--- src/rtl/bcd_display_scan.sv ---
// Scans a snapshot of a packed BCD digit chain onto a common-anode seven-segment
// display, one digit per slot, with leading-zero blanking and a dash for non-BCD codes.
module bcd_display_scan #(
    parameter int DIGITS = 4,
    parameter int DIV    = 50000,
    parameter int BLANK  = 2
) (
    input  logic                  clk,
    input  logic                  reset,
    input  logic [4*DIGITS-1:0]   bcd_in,
    input  logic [DIGITS-1:0]     dp_in,
    input  logic                  blank_lz,
    output logic [DIGITS-1:0]     an,
    output logic [6:0]            seg,
    output logic                  dp
);

    localparam int CW = (DIV > 1) ? $clog2(DIV) : 1;
    localparam int IW = (DIGITS > 1) ? $clog2(DIGITS) : 1;

    logic [CW-1:0]         count_q, count_d;
    logic [IW-1:0]         idx_q, idx_d;
    logic                  running_q, running_d;
    logic [4*DIGITS-1:0]   snap_bcd_q, snap_bcd_d;
    logic [DIGITS-1:0]     snap_dp_q, snap_dp_d;
    logic [DIGITS-1:0]     an_q, an_d;
    logic [6:0]            seg_q, seg_d;
    logic                  dp_q, dp_d;

    logic                  tick;
    logic [3:0]            digit;
    logic [6:0]            seg_dec;
    logic                  upper_zero;

    always_comb begin
        tick      = (count_q == CW'(DIV - 1));
        count_d   = tick ? '0 : count_q + 1'b1;
        idx_d     = idx_q;
        if (tick) begin
            idx_d = (idx_q == IW'(DIGITS - 1)) ? '0 : idx_q + 1'b1;
        end
        running_d = running_q | tick;

        // A new frame starts whenever the scan returns to digit 0; only then is the chain sampled.
        snap_bcd_d = snap_bcd_q;
        snap_dp_d  = snap_dp_q;
        if (tick && idx_d == '0) begin
            snap_bcd_d = bcd_in;
            snap_dp_d  = dp_in;
        end

        digit = snap_bcd_d[{idx_d, 2'b00} +: 4];
        case (digit)
            4'd0:    seg_dec = 7'h40;
            4'd1:    seg_dec = 7'h79;
            4'd2:    seg_dec = 7'h24;
            4'd3:    seg_dec = 7'h30;
            4'd4:    seg_dec = 7'h19;
            4'd5:    seg_dec = 7'h12;
            4'd6:    seg_dec = 7'h02;
            4'd7:    seg_dec = 7'h78;
            4'd8:    seg_dec = 7'h00;
            4'd9:    seg_dec = 7'h10;
            default: seg_dec = 7'h3F;
        endcase

        upper_zero = 1'b1;
        for (int j = 0; j < DIGITS; j++) begin
            if (j >= int'(idx_d) && snap_bcd_d[4*j +: 4] != 4'd0) begin
                upper_zero = 1'b0;
            end
        end

        // Outputs are built from the next-state values so they line up with count/idx/snapshot.
        seg_d = 7'h7F;
        dp_d  = 1'b1;
        an_d  = '1;
        if (running_d) begin
            seg_d = (blank_lz && idx_d != '0 && upper_zero) ? 7'h7F : seg_dec;
            dp_d  = ~snap_dp_d[idx_d];
            if (int'(count_d) >= BLANK) begin
                an_d = ~(DIGITS'(1) << idx_d);
            end
        end
    end

    always_ff @(posedge clk) begin
        if (reset) begin
            count_q    <= '0;
            idx_q      <= IW'(DIGITS - 1);
            running_q  <= 1'b0;
            snap_bcd_q <= '0;
            snap_dp_q  <= '0;
            an_q       <= '1;
            seg_q      <= 7'h7F;
            dp_q       <= 1'b1;
        end else begin
            count_q    <= count_d;
            idx_q      <= idx_d;
            running_q  <= running_d;
            snap_bcd_q <= snap_bcd_d;
            snap_dp_q  <= snap_dp_d;
            an_q       <= an_d;
            seg_q      <= seg_d;
            dp_q       <= dp_d;
        end
    end

    assign an  = an_q;
    assign seg = seg_q;
    assign dp  = dp_q;

endmodule

--- config.mk ---
export PLATFORM = sky130hd
export DESIGN_NAME = bcd_display_scan
export DESIGN_NICKNAME = d
export VERILOG_FILES = /design/src/rtl/bcd_display_scan.sv
export SDC_FILE = /design/constraint.sdc
export NUM_CORES = 1
export LEC_CHECK = 0
export CORE_AREA = 4 4 110 60
export CTS_BUF_LIST = sky130_fd_sc_hd__clkbuf_8
export DETAILED_ROUTE_END_ITERATION = 8
export DIE_AREA = 0 0 114 64
export PLACE_DENSITY = 0.74
export SLEW_MARGIN = 10
export SYNTH_ARGS = -nofsm -noshare
export SYNTH_HDL_FRONTEND = slang
export SYNTH_SLANG_ARGS = --single-unit
--- constraint.sdc ---
create_clock -name clk -period 8.1 [get_ports clk]
set_input_delay 1.215 -clock clk [delete_from_list [all_inputs] [get_ports clk]]
set_output_delay 1.215 -clock clk [all_outputs]
set_load 0.02 [all_outputs]
[Word-level counts from Yosys, hierarchy flattened]
Memories as Yosys holds them, arrays and structs flattened. A register that Yosys moved wholly into a read port is not among the register bits.
Index checks and enable logic that the tools add are counted.
Storage, ports and cells
  memory bits (writable): 0
  register bits: 44
  bits in latches: 0
  bits in read-only memories: 112
  word-level logic and storage cells: 50
  input bits: 23
  memories: 1
Cells by class
  eq/ne operators: 2
  reduce and logical (&&, ||, !) cells: 15
  divide/modulo/power cells: 0
  magnitude comparators: 5
  add/sub/neg operators: 2
  muxes and demuxes: 11
  shift-type cells: 2
  multipliers: 0
  bitwise operators: 5
Memory list
  (no name shown): depth 16, width 7, read ports 1, clocked after memory_dff 1, wr ports 0, line 53  | case (digit)
Operator list (count)
  $mux W16: 2
  $add A16 B1 Y16 const B: 1
  $eq A16 B16 Y1 const B: 1
  $ge A16 B2 Y1 const B: 1
  $reduce_bool A4 Y1: 4
  $shiftx A16 B5 Y4: 1
  $logic_and A1 B1 Y1: 6
  $reduce_or A3 Y1: 2
  $mux W1: 5
  $ge A1 B2 Y1 const A: 2
  $mux W2: 2
  $mux W4: 1
  $not A4 Y4: 1
  $shl A1 B2 Y4 const A: 1
  $lt A2 B3 Y1 const B: 1
  $not A1 Y1: 3
  $add A2 B1 Y2 const B: 1
  $bmux W1 S2: 1
  $eq A2 B2 Y1 const B: 1
  $ge A2 B2 Y1 const A: 1
  $logic_not A2 Y1: 1
  $reduce_bool A2 Y1: 1
  $reduce_or A2 Y1: 1
  $or A1 B1 Y1: 1

[Depth between registers and ports, before layout]
  depth in word-level cells: 14
  mapped depth: 13

[Least setup slack after synthesis]
OpenSTA, ideal clock, no wires.
  kind: reg2reg
  from: register count_q[0]
  to: register seg_q[3], in the netlist seg[3]
  setup time: 0.095 ns
  period minus slack after synthesis: 2.896 ns
  setup slack: 5.204 ns
  stages on the path, launching flop included: 13
  buffers on the path: 2
  arrival time: 2.800 ns
  cell sequence: dfxtp_1 -> ha_1 -> and3_1 -> and4_1 -> buf_2 -> mux2i_1 -> buf_2 -> o221ai_1 -> o22ai_1 -> inv_1 -> ha_1 -> and2_1 -> o311ai_1
Between the ends
  word-level cells in the longest chain between the ends: 13
  elaborated cells on any way between the ends: 26
RTL lines
  start, declared: line 21  | logic [CW-1:0] count_q, count_d;
  start signal, assigned: line 98  | count_q <= count_d;
  $eq A16 B16 Y1 *: line 36  | tick = (count_q == CW'(DIV - 1));
  $mux W2: line 39  | if (tick) begin
  $logic_not A2 Y1: line 47  | if (tick && idx_d == '0) begin
  $logic_and A1 B1 Y1: line 47
  $mux W16: line 47
  $reduce_bool A4 Y1: line 69  | if (j >= int'(idx_d) && snap_bcd_d[4*j +: 4] != 4'd0) begin
  $logic_and A1 B1 Y1: line 69
  $mux W1 (4 in a row): line 69
  $logic_and A1 B1 Y1: line 79  | seg_d = (blank_lz && idx_d != '0 && upper_zero) ? 7'h7F : seg_dec;
  $reduce_or A3 Y1 (no line)
  end, declared: line 27  | logic [6:0] seg_q, seg_d;
Mark *: on every way between the ends. The rest lies on a longest branch, timed or not.
A chain may end at the register's enable or synchronous reset.

[Worst setup path after layout]
Ends and elaborated chain as after synthesis.

==> results.cfg <==
[run_status]
status = finished, final reports clean

[cells_and_area]
final_nets = 369
syn_to_final_growth_pct = 16.6
drive_gt1_share_pct = 7.08
design_area_mm2 = 0.00316
diodes = 0
final_util_pct = 54.9

[timing]
worstMarginPinSlew_ps = 1190
period_share_pct = 47.7
holdWs_ps = 462
slew_headroom_pct = 20.3
rsz0062_at_grt = no
max_freq_mhz = 259
setup_slack_ps = 4240
hold_viol_final = 0
tns_ps = 0
drv_slew = 0
fin_worst_skew_ps = 9.96
setup_violations = 0
min_period_ps = 3860

[synth]
post_synth_instance_area_mm2 = 0.00271
ys_seq_area_share_pct = 37.7
syn-num-nets = 346
synthDistinctLibCells = 61
synth_edf_count = 0
yosysTopAreaCellShare_pct = 37.7
async_flop_share_pct = 0
yosys_warnings = 0
synth_area_per_cell_um2 = 8.58
ys.flop_type = dfxtp_1
yosys-top-cells-area = dfxtp_1, nand2_1, nor2_1
syn_inst = 316
ys_ff_latch = 51
synth_top_area_cell = dfxtp_1

[placed_design]
detailed_place_hpwl_um = 4860
port_buffers = 34
dpl_worst_slack_ps = 4330
place_area_mm2 = 0.00305
place_congestion = 0.904

[drt]
drc = 0
firstDrtPassIters = 4
vias = 2333
postRouteAntennaNets = 0
wl_per_cell_um = 15.5
drt_wl_total_um = 6450
drtIter0Drc = 143
vias_per_cell = 5.61

[cts]
htreeDepth = 2
cts_buffer_depth = 2
clk_latency_ps = 310
cts_buffers = 5
cts-root-buf = clkbuf_8
clkTransAtPathRegs_ps = 100
ctsResizeCount = 0
cts_tree = yes
holdBufCountCts = 0
cts_setup_buffers = 0
cts.sinks = 51

[floorplanning]
ios = 35
die-area_mm2 = 0.00730
coreArea_mm2 = 0.00576
die_h_um = 64
die_w_um = 114
start_util_pct = 47.1
rows = 20

[critical_path]
r2r_slack_ps = 4240
slowest_stage = mux2i_1
cp.arrival_ps = 4080
start_kind = flop
crit_type = reg2reg
crit_top_cell = ha_1
critPathBufInv = 1
cpPeakStageDelay_ps = 820
cp_top_family = simple AND/OR/NAND/NOR gates
worstPathMaxFanout = 11
r2r_start = count_q[0]
rr_worst_depth = 10
worstPathRequired_ps = 8310
crit_chain = ha_1 > and3_1 > and4_1 > mux2i_1 > o221ai_1 > o22ai_1 > inv_1 > ha_1 > and2_1 > o311ai_1
endpoint_kind = flop
crit-reg2reg-capture = seg[3]

[power_and_ir_drop]
p_per_area_mw_per_mm2 = 143
leakagePower_nw = 1.11
p_sw_share_pct = 21.5
ir_drop_mv = 0.0625
combPwrFrac_pct = 5.4
seq_power_share_pct = 55.8
internal-power_w = 0.000356
clockPowerShare_pct = 38.7
p_switching_w = 0.0000972

[worst_hold_path]
min_to = snap_dp_q[1]
min_from = snap_dp_q[1]
worstHoldPathCells = 2
hold_path.class = reg2reg

[global_routing]
grt_max_degree = 30
grt_overflow = 0
first_global_vias = 2061
grt_pass1_wl_um = 10400
grt_use_total_pct = 18.1
antenna_found_initial = 0

[job]
maxCapViolCount = 0
routing by layer:
| metal | global-route usage (%) | wire length [µm] | up-vias |
|---|---|---|---|
| met5 | 0 | 0 | - |
| met4 | 4.15 | 49 | 0 |
| met3 | 4.54 | 622 | 5 |
| met2 | 22.4 | 2260 | 100 |
| met1 | 29.9 | 3520 | 1068 |
| li1 | - | - | 1160 |
worst min-delay path, cell delays in order (launching register included):
cell     delay, ps
dfxtp_1        320
nand2_1         50
a21oi_1         50
worst max path at each step:
stage / endpoint / depth (start not counted) / start
after global placement: seg[3] / 10 / count_q[0]
after CTS: seg[3] / 10 / count_q[0]
after global routing: seg[3] / 10 / count_q[0]
final: seg[3] / 10 / count_q[0]
after floorplan: seg[3] / 12 / count_q[0]
after detailed placement: seg[3] / 10 / count_q[0]
per-stage QoR:
stage	total power [W]	std cells
after floorplan	0.000268	316
after CTS	0.000455	416
after global placement	0.000283	409
after detailed placement	0.000283	409
final	0.000453	416
after global routing	0.000467	416
sequential cells by signal, summed over array words and instances, names as in the netlist:
register    cells
dp              1
an              4
count_q        16
running_q       1
idx_q           2
snap_bcd_q     16
snap_dp_q       4
seg             7
cell usage in the layout, fill, tap and decap left out, types with 3 or more instances in the layout:
| master | n |
|---|---|
| a211oi_1 | 3 |
| nand2_1 | 46 |
| nand2b_1 | 3 |
| or4_1 | 3 |
| a21o_1 | 4 |
| nor3_1 | 6 |
| ha_1 | 7 |
| nand4_1 | 5 |
| mux2i_1 | 7 |
| clkbuf_8 | 5 |
| o211ai_1 | 3 |
| o21ai_0 | 4 |
| clkdlybuf4s50_1 | 34 |
| xnor2_1 | 14 |
| inv_1 | 15 |
| o311ai_1 | 3 |
| and3_1 | 3 |
| nand3_1 | 7 |
| nor2_1 | 37 |
| xor2_1 | 3 |
| dfxtp_1 | 51 |
| nor4_1 | 5 |
| a21oi_1 | 21 |
layout make-up:
cell class                      count  area, µm²
Clock buffer                        5       68.8
Clock inverter                      2       37.5
Fill cell                         536       2590
Inverter                           15       56.3
Multi-Input combinational cell    232       1540
Sequential cell                    51       1020
Tap cell                           77       96.3
Timing Repair Buffer               34        340
cells by family (layout without fill, tap and decap cells):
logic type,Yosys count,in the layout,synth area share [%]
and+or+nand+nor,135,135,25.9
AOI/OAI and AO/OA,61,61,16.4
DFF,51,51,37.7
buffers and inverters,33,56,5.68
xor gates and xnor gates,17,17,5.49
muxes,12,12,5.63
adders and majority gates,7,7,3.23
cell usage after synthesis (4+ instances only):
master	number
clkbuf_1	9
buf_2	6
nand4_1	5
a21oi_1	21
nand3_1	7
nor2_1	37
dfxtp_1	51
xnor2_1	14
nor3_1	7
ha_1	7
nand2_1	46
o21ai_0	4
nor4_1	5
mux2i_1	7
inv_1	15
a21o_1	4
power by group through the flow:
stage | logic (W) | clock network [W] | registers [W]
2_1_floorplan | 0.00000945 | 0 | 0.000258
3_3_place_gp | 0.0000245 | 0 | 0.000259
3_5_place_dp | 0.0000244 | 0 | 0.000259
4_1_cts | 0.0000246 | 0.000178 | 0.000253
5_1_grt | 0.0000265 | 0.000188 | 0.000253
6_report | 0.0000246 | 0.000175 | 0.000253
No activity file was read; power rests on OpenSTA's default activity.
